File: src/rtl/load_store_ctrl.sv
// ============================================================================
// Module   : load_store_ctrl
// Purpose  : MEM-stage load/store sequencer. Checks the access for alignment
//            and legal size, drives one word-wide bus transaction, waits for
//            the acknowledge and returns an extended load result. The result
//            comes with a one-cycle completion pulse.
// Optional : BUS_TIMEOUT_EN - when defined, the bus request is aborted after
//            TIMEOUT_CYCLES unacknowledged REQ cycles and TimeoutErr is
//            reported. When undefined, REQ waits forever, no counter is
//            built and TimeoutErr is tied low.
// Ports    : clk, reset (async, active low)
//            Start, IsLoad, Mode[2:0], Addr[31:0], WData[31:0] - access request
//            Busy (stall), Done, RData[31:0], AddrErr, TimeoutErr  - response
//            MemReq, MemWe, MemAddr[31:0], MemBE[3:0], MemWData[31:0],
//            MemAck, MemRData[31:0]                                - bus
// Revision : 1.0 - initial release
// ============================================================================
`default_nettype none

module load_store_ctrl #(
    parameter int TIMEOUT_CYCLES = 16
) (
    input  logic        clk,
    input  logic        reset,
    input  logic        Start,
    input  logic        IsLoad,
    input  logic [2:0]  Mode,
    input  logic [31:0] Addr,
    input  logic [31:0] WData,
    output logic        Busy,
    output logic        Done,
    output logic [31:0] RData,
    output logic        AddrErr,
    output logic        TimeoutErr,
    output logic        MemReq,
    output logic        MemWe,
    output logic [31:0] MemAddr,
    output logic [3:0]  MemBE,
    output logic [31:0] MemWData,
    input  logic        MemAck,
    input  logic [31:0] MemRData
);

    typedef enum logic [1:0] {
        S_IDLE = 2'd0,
        S_REQ  = 2'd1,
        S_DONE = 2'd2
    } state_t;

    localparam logic [2:0] M_WORD = 3'b000;
    localparam logic [2:0] M_B    = 3'b001;
    localparam logic [2:0] M_BU   = 3'b010;
    localparam logic [2:0] M_H    = 3'b011;
    localparam logic [2:0] M_HU   = 3'b100;

    state_t      state;
    logic        ld_q;
    logic [2:0]  mode_q;
    logic [1:0]  lo_q;

    logic        access_err;
    logic [3:0]  be_next;
    logic [31:0] wdata_next;
    logic [31:0] shifted;
    logic [31:0] load_result;

    assign Busy = (state != S_IDLE);

    // Legality check, byte-enable and store-data replication for the incoming
    // request; only consumed in IDLE when Start is high.
    always_comb begin
        access_err = 1'b0;
        be_next    = 4'b1111;
        wdata_next = WData;
        case (Mode)
            M_WORD: begin
                access_err = (Addr[1:0] != 2'b00);
            end
            M_B, M_BU: begin
                // Unsigned variants exist only for loads.
                access_err = (Mode == M_BU) && !IsLoad;
                be_next    = 4'b0001 << Addr[1:0];
                wdata_next = {4{WData[7:0]}};
            end
            M_H, M_HU: begin
                access_err = Addr[0] || ((Mode == M_HU) && !IsLoad);
                be_next    = 4'b0011 << Addr[1:0];
                wdata_next = {2{WData[15:0]}};
            end
            default: begin
                access_err = 1'b1;
            end
        endcase
    end

    // Bring the addressed lane down to bit 0, then extend by the latched mode.
    assign shifted = MemRData >> {lo_q, 3'b000};

    always_comb begin
        case (mode_q)
            M_B:     load_result = {{24{shifted[7]}}, shifted[7:0]};
            M_BU:    load_result = {24'd0, shifted[7:0]};
            M_H:     load_result = {{16{shifted[15]}}, shifted[15:0]};
            M_HU:    load_result = {16'd0, shifted[15:0]};
            default: load_result = shifted;
        endcase
    end

`ifdef BUS_TIMEOUT_EN
    localparam int CNT_W = $clog2(TIMEOUT_CYCLES + 1);
    logic [CNT_W-1:0] to_cnt;
`else
    assign TimeoutErr = 1'b0;
`endif

    always_ff @(posedge clk or negedge reset) begin
        if (!reset) begin
            state      <= S_IDLE;
            ld_q       <= 1'b0;
            mode_q     <= 3'b000;
            lo_q       <= 2'b00;
            Done       <= 1'b0;
            RData      <= 32'd0;
            AddrErr    <= 1'b0;
            MemReq     <= 1'b0;
            MemWe      <= 1'b0;
            MemAddr    <= 32'd0;
            MemBE      <= 4'd0;
            MemWData   <= 32'd0;
`ifdef BUS_TIMEOUT_EN
            TimeoutErr <= 1'b0;
            to_cnt     <= '0;
`endif
        end else begin
            case (state)
                S_IDLE: begin
                    if (Start) begin
                        if (access_err) begin
                            state   <= S_DONE;
                            Done    <= 1'b1;
                            AddrErr <= 1'b1;
                            RData   <= 32'd0;
                        end else begin
                            state    <= S_REQ;
                            ld_q     <= IsLoad;
                            mode_q   <= Mode;
                            lo_q     <= Addr[1:0];
                            MemReq   <= 1'b1;
                            MemWe    <= ~IsLoad;
                            MemAddr  <= {Addr[31:2], 2'b00};
                            MemBE    <= be_next;
                            MemWData <= wdata_next;
`ifdef BUS_TIMEOUT_EN
                            to_cnt   <= '0;
`endif
                        end
                    end
                end
                S_REQ: begin
                    // Acknowledge has priority over an expiring timeout.
                    if (MemAck) begin
                        state  <= S_DONE;
                        MemReq <= 1'b0;
                        MemWe  <= 1'b0;
                        Done   <= 1'b1;
                        RData  <= ld_q ? load_result : 32'd0;
`ifdef BUS_TIMEOUT_EN
                    end else if (to_cnt == CNT_W'(TIMEOUT_CYCLES - 1)) begin
                        state      <= S_DONE;
                        MemReq     <= 1'b0;
                        MemWe      <= 1'b0;
                        Done       <= 1'b1;
                        TimeoutErr <= 1'b1;
                        RData      <= 32'd0;
                    end else begin
                        to_cnt <= to_cnt + 1'b1;
`endif
                    end
                end
                default: begin
                    // DONE: single pulse, flags are only meaningful with Done.
                    state   <= S_IDLE;
                    Done    <= 1'b0;
                    AddrErr <= 1'b0;
`ifdef BUS_TIMEOUT_EN
                    TimeoutErr <= 1'b0;
`endif
                end
            endcase
        end
    end

endmodule

`default_nettype wire

File: config.mk
export PLATFORM = sky130hd
export DESIGN_NAME = load_store_ctrl
export DESIGN_NICKNAME = d
export VERILOG_FILES = /design/src/rtl/load_store_ctrl.sv
export SDC_FILE = /design/constraint.sdc
export NUM_CORES = 1
export LEC_CHECK = 0
export BUFFER_PORTS_ARGS = -buffer_cell sky130_fd_sc_hd__buf_2
export CAP_MARGIN = 0
export CORE_MARGIN = 1
export CORE_UTILIZATION = 35
export DETAILED_ROUTE_END_ITERATION = 12
export SLEW_MARGIN = 20
export SYNTH_ARGS = -nofsm -noshare
export SYNTH_HDL_FRONTEND = slang
export SYNTH_SLANG_ARGS = --single-unit
File: constraint.sdc
create_clock -name clk -period 2.08 [get_ports clk]
set_input_delay 0.208 -clock clk [delete_from_list [all_inputs] [get_ports clk]]
set_output_delay 0.208 -clock clk [all_outputs]
set_load 0.02 [all_outputs]
Word level (Yosys, flattened, before mapping)
Cells that the tools add are included.
{ "word_totals": {"input_bits": 104, "word_cells": 73, "mem_bits_ro": 0, "memories": 0, "latch_bits": 0, "output_inout_bits": 106, "ramBits": 0, "ff_bits": 110} }
{ "op_classes": {"n_div": 0, "add_sub_neg": 0, "bitwise_logic": 3, "n_eq_ne": 13, "shifts": 3, "order_cmp": 0, "mux": 25, "n_reduce_logical": 17, "multipliers": 0} }
{ "ops": {"columns": ["operator", "count"], "rows": [
  ["32-bit two-way mux", 4],
  ["32-bit one-hot mux with 2 select lines", 2],
  ["32-bit one-hot mux with 4 select lines", 1],
  ["32-bit by 5-bit >> shifter with 32-bit output", 1],
  ["3-bit by 2-bit == test with 1-bit output (second input constant)", 4],
  ["3-bit AND reduction", 3],
  ["1-bit two-way mux", 8],
  ["2-bit inequality test (second input constant)", 4],
  ["1-bit one-hot mux with 2 select lines", 4],
  ["4-bit one-hot mux with 2 select lines", 1],
  ["4-bit AND reduction", 2],
  ["3-bit by 1-bit == test with 1-bit output (second input constant)", 2],
  ["3-bit == test (second input constant)", 2],
  ["2-bit two-way mux", 3],
  ["2-bit nonzero test", 3],
  ["2-bit one-hot mux with 2 select lines", 1],
  ["2-bit OR reduction", 2],
  ["1-bit by 2-bit left shift with 4-bit output (first input constant)", 1],
  ["2-bit by 2-bit left shift with 4-bit output (first input constant)", 1],
  ["3-bit zero test", 1],
  ["1-bit inverter", 3],
  ["1-bit one-hot mux with 3 select lines", 1],
  ["2-bit by 1-bit == test with 1-bit output (second input constant)", 1],
  ["1-bit logical AND", 2],
  ["4 further kinds", 4]
]} }

Longest topological paths before layout
Gate-level depths: netlist of run 1.
{ "logic_depth": {"ltp_word": 7, "mapped_depth": 8, "depth_no_buf": 5} }

Least setup slack after synthesis of run 1
OpenSTA, ideal clock, no wires.
{ "synth_timing": {"kind": "flip-flop to flip-flop", "start": "reg lo_q[1]", "end": "reg RData[16]", "setup_time_ns": 0.134, "n_path_buf": 2, "stages_incl_launch_ff": 6, "synth_period_minus_slack_ns": 1.748, "t_arrival_ns": 1.614, "required_ns": 1.946, "slack_ns": 0.332, "cell_sequence": "dfrtp_1 > buf_2 > mux4_2 > nor4_4 > buf_2 > o32ai_1"} }
{ "synth_via": {"elab_chain_len": 5} }
{ "synth_lines": {"columns": ["item", "line", "source"], "rows": [
  ["start: declaration", "59", "logic [1:0] lo_q;"],
  ["start signal: assignment", "147", "lo_q <= Addr[1:0];"],
  ["32-bit by 5-bit >> shifter with 32-bit output", "97", "assign shifted = MemRData >> {lo_q, 3'b000};"],
  ["32-bit one-hot mux with 4 select lines", "100", "case (mode_q)"],
  ["32-bit two-way mux", "166", "RData <= ld_q ? load_result : 32'd0;"],
  ["32-bit two-way mux", "161", "if (MemAck) begin"],
  ["32-bit one-hot mux with 2 select lines", "135", "case (state)"],
  ["end signal: assignment", "166", null],
  ["end: declaration", "32", "output logic [31:0] RData,"]
]} }
No other way between the ends. The select of a mux whose other input is x is not followed.
A chain may end at the register's enable or synchronous reset.

Worst setup path after layout of run 1
{ "layout_timing": {"start": "reg lo_q[1]", "end": "reg RData[22]"} }
The elaborated chain is that of the path after synthesis.

==> results list, run 1 <==
* Accumulated negative setup slack: 0 ps
* Count of boundary I/O pins: 210
- The routed layout has between 4000 and 5000 vias.
- The largest single stage delay on the critical path is 430 ps.
- The first global-routing pass estimated 23200 um of wire.
- Max Clock Skew: ~9 ps
* Total setup buffers inserted after CTS: 0
* DRC marker count from the first detailed-route iteration: 201
- WL/cell: 16.5 um
- The repair_antennas step left the layout with diodes totalling 0.
- The synthesized netlist occupies a cell area of roughly 5700 um2.
- The clock tree synthesis step divided the H-tree into 3 levels.
- Dividing the final minimum period by the clock period gives 84.4%.
* Initial Utilization: 35.9%
- Placer congestion estimate: 0.845
* Min-delay src: Addr[5]
- Fill cells in the final layout number 1501.
- Number of antenna violations at the first check in global routing: 1
- The core region is roughly 16000 um2.
- The floorplan has between 40 and 50 rows.
- Slew of the pin with the lowest slew margin: about 670 ps
- Synth-to-layout area growth: 28.1%
* Startpoint-to-endpoint class of the critical path: flip-flop to flip-flop
- Yosys top cell by area: sky130_fd_sc_hd__dfrtp_1
* Post-route worst hold slack: 81.3 ps
- Endpoint class of the critical path: flip-flop
- Placed inst area: around 7000 um2
* Buffer depth of the longest clock path: 2
* Post-synth top flop: sky130_fd_sc_hd__dfrtp_1
- The via count of the first global-routing pass is 4482.
- # setup viols final: 0
* Largest net degree at the start of global routing: 60
- For this run, the top clock speed supported by timing is 0.570 GHz.
- Number of buffers added by the clock tree synthesis step: 9
* Count of synthesis-stage warnings from yosys: 0
- The number of hold violations in the final report came to 0.
- Avg Inst Size Synth: roughly 12 um2
- Post-route antenna net violation count: 0
* Outcome: completed
- Fin. max-slew vios: 0
- Overflow left after global routing: 0
- The wire-length estimate of the detail-placed layout is 11300 um.
- For this run, asynchronously set or reset flops after synthesis account for 100%.
* Count of different cell masters after synthesis: 48
- Reg-to-reg startpoint: lo_q[1]
- Critical Path Start: lo_q[1]
- Master cell of the clock root buffer: sky130_fd_sc_hd__clkbuf_16
- The pre-antenna-repair detailed-routing pass consisted of 4 iterations.
* Critical Path RT: ~2300 ps
- Top-count cell post-synth: sky130_fd_sc_hd__dfrtp_1
- Critical Path Fanout Max: 19
- CP cell instances: buf_4 > nand3b_1 > o2111ai_1 > nand2_1 > o32ai_1
* Tightest Hold Check Type: input port to flip-flop
- TritonCTS built the clock tree.
- Data arrives at the worst endpoint at 2000 ps.
- Max IR drop VDD: 0.509 mV
- The routed design has between 10000 and 15000 um of wire.
* Crit path buffers/inverters: 1
- After detailed routing, the number of vias per cell comes to just under 5.
- Post-layout min period: approximately 1800 ps
- Worst hold path stage count: 2
* # port buffers: 206
* Drt drc: 0
- By count the netlist is led by 110 x sky130_fd_sc_hd__dfrtp_1, 42 x sky130_fd_sc_hd__mux2_4, 41 x sky130_fd_sc_hd__mux2i_1.
- Once layout is complete, the utilization of the core stands at a little under half.
* Leakage dissipation: ~0.0038 uW
- In this run the horizontal extent of the chip is between 100 and 150 um.
- Power spread over the standard cell area amounts to roughly 1200 nW/um2.
- GRT Resource Usage Total: 17.9%
- Ranked by total cell area, the synthesized netlist is headed by sky130_fd_sc_hd__dfrtp_1 48%, sky130_fd_sc_hd__mux2_4 11%, sky130_fd_sc_hd__mux2i_1 7.2%.
- In the final layout, the share of cells above drive strength 1 is 44.8%.
- Number of cells produced by synthesis: 481
- For the worst-skew pair, the clock arrives at the later sink with an insertion delay of 350 ps.
* Clock-pin slew on the worst setup and hold paths: ~70 ps
- Clk sinks: 110
- Share of the synthesized area in the top cell type: roughly 48%
- Worst setup SP type: flip-flop
- Across the run, the number of max-cap violations was 0.
* FF+latch count, synth: 110
- In this run, synthesis inferred 0 flip-flops with an integrated enable.
* Worst slack at placement: 150 ps
* Number of cells traversed by the worst register-to-register path: 5
* Slack of the worst reg-to-reg path: 330 ps
* Top delay family on crit path: compound AO/OA/AOI/OAI gates
- The worst register-to-register path ends at RData[22].
- Cell with the biggest individual delay on the critical path: sky130_fd_sc_hd__o32ai_1
* Fraction of the yosys area taken by sequential cells: between 40% and 50%
- The worst hold path terminates at MemAddr[5].
- Setup repair after global routing missed its margin: no
- Summing all non-filler instances in the final layout gives an area of ~7300 um2.
- Smallest setup slack after layout: about 330 ps
* Die footprint: ~17000 um2
- For this run, the post-layout net count is ~790.
- The die is 130 um tall.
* Relative slew margins: a little under three fifths
worst max path at each step:
stage | end | slack, ps | cells past startpoint
global route | RData[12] | 110 | 4
CTS | RData[14] | 280 | 4
detailed placement | MemWData[21] | 150 | 6
finish | RData[22] | 330 | 5
floorplan | RData[16] | 330 | 5
global placement | MemWData[23] | 180 | 6
cells in the final DEF (no fill, tap or decap), drive strengths merged, types with 2 or more instances in the layout:
cell type,Yosys,routed
inv,41,42
dfrtp,110,110
mux2i,41,41
nand2b,2,2
nor2,20,20
mux2,71,71
nor2b,2,2
nand2,21,21
nand3b,3,3
clkbuf,10,11
conb,1,3
or2,2,2
o2bb2ai,21,21
buf,27,224
o21ai,17,17
o32ai,16,16
clkinvlp,0,3
a21oi,37,37
xnor2,2,2
o221ai,8,8
or4bb,8,8
xor2,3,3
worst reg2reg max path: cells and delay by family (launching register included):
kind                   cells  cell delay [ps]
AND/OR/NAND/NOR            2              490
buffers and inverters      1              230
AO/OA/AOI/OAI              2              540
flip-flops                 1              380
logic make-up after synthesis:
group | count (synthesis) | synth area share [%]
xor+xnor | 5 | 0.898
other cells | 1 | 0.0656
flops | 110 | 48.2
simple gates | 65 | 6.81
compound gates | 109 | 13.2
buf+inv | 78 | 6.57
mux | 113 | 24.3
metal layers:
layer / share of wire, % / track usage [%]
met5: 0.067 / 0
met4: 1.6 / 5.40
met3: 7.4 / 5.25
met2: 48 / 29.4
met1: 43 / 22.7
through the flow:
step / total power (uW) / cells
2_1_floorplan: 5880 / 483
3_3_place_gp: 7150 / 886
3_5_place_dp: 7250 / 886
4_1_cts: 8960 / 902
5_1_grt: 9400 / 902
6_report: 8850 / 902
state kept, by name, summed over array words and instances (netlist names):
| name | flops |
|---|---|
| MemAddr | 30 |
| MemBE | 4 |
| mode_q | 3 |
| state | 2 |
| RData | 32 |
| MemWe | 1 |
| AddrErr | 1 |
| ld_q | 1 |
| MemWData | 32 |
| lo_q | 2 |
| MemReq | 1 |
| Done | 1 |
repair_timing:
item	in CTS	in global routing
hold buffers	1	0
resized for setup	0	0
endpoints found under the hold margin	20	0
layout make-up:
type,instances,area (um2),area share [%]
multi-input cells,295,2610,35.6
well taps,216,270,3.69
clock inverters,4,31.3,0.427
inverters,41,154,2.10
clock buffers,11,253,3.45
repair buffers,225,1250,17.1
flip-flops and latches,110,2750,37.6
power breakdown:
part           switching (uW)  internal [uW]  total [uW]
logic                    2220           1660        3870
clock network             793            877        1670
registers                 469           2840        3310
No activity file was read; power rests on OpenSTA's default activity.
==> inputs of run 2 (changes only) <==
==> constraint.sdc (replaced) <==
create_clock -name clk -period 1.56 [get_ports clk]
set_input_delay 0.156 -clock clk [delete_from_list [all_inputs] [get_ports clk]]
set_output_delay 0.156 -clock clk [all_outputs]
set_load 0.02 [all_outputs]
==> results list, run 2 (same netlist as run 1, synthesis figures left out) <==
- Outcome: finished, violations left (was completed).
- Failing checks: negative setup slack
- The category of the worst setup path capture point was a flip-flop (unchanged).
- The max-capacitance violation count is 0 (unchanged).
- Count of boundary I/O pins: 210 (unchanged)
- The startpoint class of the critical path is a flip-flop (unchanged).
- Initial Utilization: 35.9% (unchanged)
* Power share of the combinational group: 44.3% (was 43.8%)
* Fin. max-slew vios: 0 (unchanged)
- Std-Cell Rows: 46 (unchanged)
* Fraction of power spent switching nets: 38.1% (was 39.3%)
- Overflow left after global routing: 0 (unchanged)
- Max IR drop VDD: 0.869 mV (was 0.509 mV)
- The floorplan core area came to 15900 um2 (unchanged).
- The all-layer global routing usage was 18.8% (was 17.9%).
- Fillcell total: 1477 (was 1501)
* Most used routing layer in global routing: met2 (unchanged)
- Tightest Hold Check Type: input port to flip-flop (unchanged)
* Largest registers: MemWData (32), RData (32), MemAddr (30) (unchanged)
- Master cell of the clock root buffer: sky130_fd_sc_hd__clkbuf_16 (unchanged)
- The via total after detailed routing is 4677 (was 4435).
- TritonCTS clock tree: done (unchanged)
* Clock-pin slew on the worst setup and hold paths: 80 ps (was 70 ps)
- The wire length reported by the detailed router came to 15900 um (was 14900 um).
* Placed inst area: 7240 um2 (was 7030 um2)
- The placer congestion estimate was 0.856 (was 0.845).
- Max Clock Skew: 4.78 ps (was 9.13 ps)
- Die boundary height: 130 um (unchanged)
* Number of antenna violations at the first check in global routing: 0 (was 1)
- Post-layout min period: 1650 ps (was 1750 ps)
- The total clock sinks was 110 (unchanged).
- The total setup violations reported at the end of the flow was 24 (was 0).
- The met1 capacity usage during global routing came to 23.6% (was 22.7%).
* Via count of the first global-routing pass: 4648 (was 4482)
- The power density over the cells came to 1640 nW/um2 (was 1210 nW/um2).
- The clock tree buffer depth is 2 (unchanged).
- Top delay family on crit path: multiplexers (was compound AO/OA/AOI/OAI gates)
- The wire length per cell came to 17.1 um (was 16.5 um).
* Dpl hpwl: 11600 um (was 11300 um)
* Global routing met2 resource utilization: 32.2% (was 29.4%)
- The level count of the clock H-tree was 3 (unchanged).
* Insertion delay to the later sink of the worst-skew pair: 350 ps (about the same)
- Setup repair after global routing missed its margin: yes (was no)
- Net switching power: 4830 uW (was 3480 uW)
* Share of the cycle needed by the critical path after routing: 106% (was 84.4%)
- Number of cells in the finished layout apart from fillers: 929 (was 902)
- Most frequent cells in the layout: 205 x sky130_fd_sc_hd__buf_2, 110 x sky130_fd_sc_hd__dfrtp_1, 44 x sky130_fd_sc_hd__mux2_4 (was 205 x sky130_fd_sc_hd__buf_2, 110 x sky130_fd_sc_hd__dfrtp_1, 42 x sky130_fd_sc_hd__mux2_4)
- Synth-to-layout area growth: 35.3% (was 28.1%)
- The share of the core filled with cells came to 48.5% (was 45.9%).
* Crit path buffers/inverters: 1 (unchanged)
- Critical Path Fanout Max: 16 (was 19)
- The clock network fraction of total power was 21.4% (was 18.9%).
- The number of detailed-route iterations in the first pass is 4 (unchanged).
* Final #Nets: 811 (was 786)
- Fraction of final layout cells with drive strength greater than 1: 48.6% (was 44.8%)
- Number of buffers added by the clock tree synthesis step: 9 (unchanged)
* # port buffers: 206 (unchanged)
* Die X: 130 um (unchanged)
* Die footprint: 16800 um2 (unchanged)
- The worst endpoint data arrival time is 1860 ps (was 2000 ps).
- The final critical-path setup slack is -86.4 ps (was 325 ps).
- Leakage dissipation: 0.00401 uW (was 0.00379 uW)
- Drt drc: 0 (unchanged)
- Critical Path RT: 1780 ps (was 2320 ps)
- Seq pwr share: 34.3% (was 37.4%)
- CP cell instances: mux4_2 > nor4_4 > buf_12 > o32ai_1 (was buf_4 > nand3b_1 > o2111ai_1 > nand2_1 > o32ai_1)
* Final Power: 12700 uW (was 8850 uW)
* Detailed-route vias per instance: 5.03 (was 4.92)
- The master of the slowest instance on the critical path was sky130_fd_sc_hd__mux4_2 (was sky130_fd_sc_hd__o32ai_1).
- The final instance area came to 7730 um2 (was 7320 um2).
* Largest net degree at the start of global routing: 63 (was 60)
* GR met3 Demand/Resource: 3.40% (was 5.25%)
- Final Hold Fails: 0 (unchanged)
* Slowest stage delay, CP: 580 ps (was 430 ps)
- The achievable clock frequency was 0.607 GHz (was 0.570 GHz).
- Post-route antenna net violation count: 0 (unchanged)
- Number of placed instances with taps included: 908 (was 886)
- Post-route worst hold slack: 24.7 ps (was 81.3 ps)
* DRC marker count from the first detailed-route iteration: 196 (was 201)
- Startpoint-to-endpoint class of the critical path: flip-flop to flip-flop (unchanged)
- The first-pass GRT wire length was 24100 um (was 23200 um).
- Cell Int Power: 7850 uW (was 5370 uW)
* Most frequent standard cell in the layout excluding fill and tap cells: sky130_fd_sc_hd__buf_2 (unchanged)
-- run 2: cell count changes in the layout (fill, tap and decap cells not counted), sizes merged --
cell / before / now
clkinvlp: 3 / 0
clkinv: 0 / 2
dlygate4sd3: 1 / 2
bufinv: 0 / 3
buf: 224 / 247
diode: 0 / 1
-- run 2: per-stage QoR --
stage                     TNS, ps  setup WS (ps)
after detailed placement    -9360           -158
after global routing        -2870           -152
final                       -1450          -86.4
after global placement      -6600           -120
after CTS                    -644          -47.2
after floorplan             -1340           -110
-- run 2: path summary, 6_finish.rpt --
kind,start,endpoint,slack (ps),depth (start not counted)
worst min register to register,RData[9],RData[9],490,1
worst max-delay path,lo_q[1],RData[20],-90,4
min in group asynchronous,reset,RData[26],190,2
worst max register to register,lo_q[1],RData[20],-90,4
worst min-delay path,Addr[19],MemAddr[19],20,2
max in group asynchronous,reset,MemWData[6],780,3
-- run 2: layer usage --
metal / share of wire (%) / up-vias / routed length (um)
met5: 0 / - / 0
li1: - / 2169 / -
met1: 43 / 2305 / 6760
met3: 5.7 / 24 / 912
met2: 50 / 179 / 7860
met4: 2.2 / 0 / 344
-- run 2: final cells by class --
cell class | count | area [um2] | area share (%)
diodes | 1 | 2.50 | 0.0324
repair buffers | 250 | 1520 | 19.6
inverters | 41 | 154 | 1.99
multi-input cells | 295 | 2690 | 34.8
clock buffers | 10 | 229 | 2.96
clock inverters | 6 | 119 | 1.54
flip-flops and latches | 110 | 2750 | 35.6
well taps | 216 | 270 | 3.49
-- run 2: power groups by stage --
stage | registers, uW | clock network [uW] | logic, uW
after floorplan | 5390 | 0 | 2470
after global placement | 4360 | 0 | 5340
after detailed placement | 4360 | 0 | 5460
after CTS | 4350 | 2780 | 5500
after global routing | 4480 | 2890 | 6070
final | 4350 | 2710 | 5620
-- run 2: what timing repair did --
action                                  4_1_cts  5_1_grt
resized for setup                             5       16
gates cloned                                  0        1
pin swaps                                     1        1
hold buffers                                  2        0
endpoints found under the setup margin       52       26
setup buffers                                 0        1
endpoints found under the hold margin       111        0
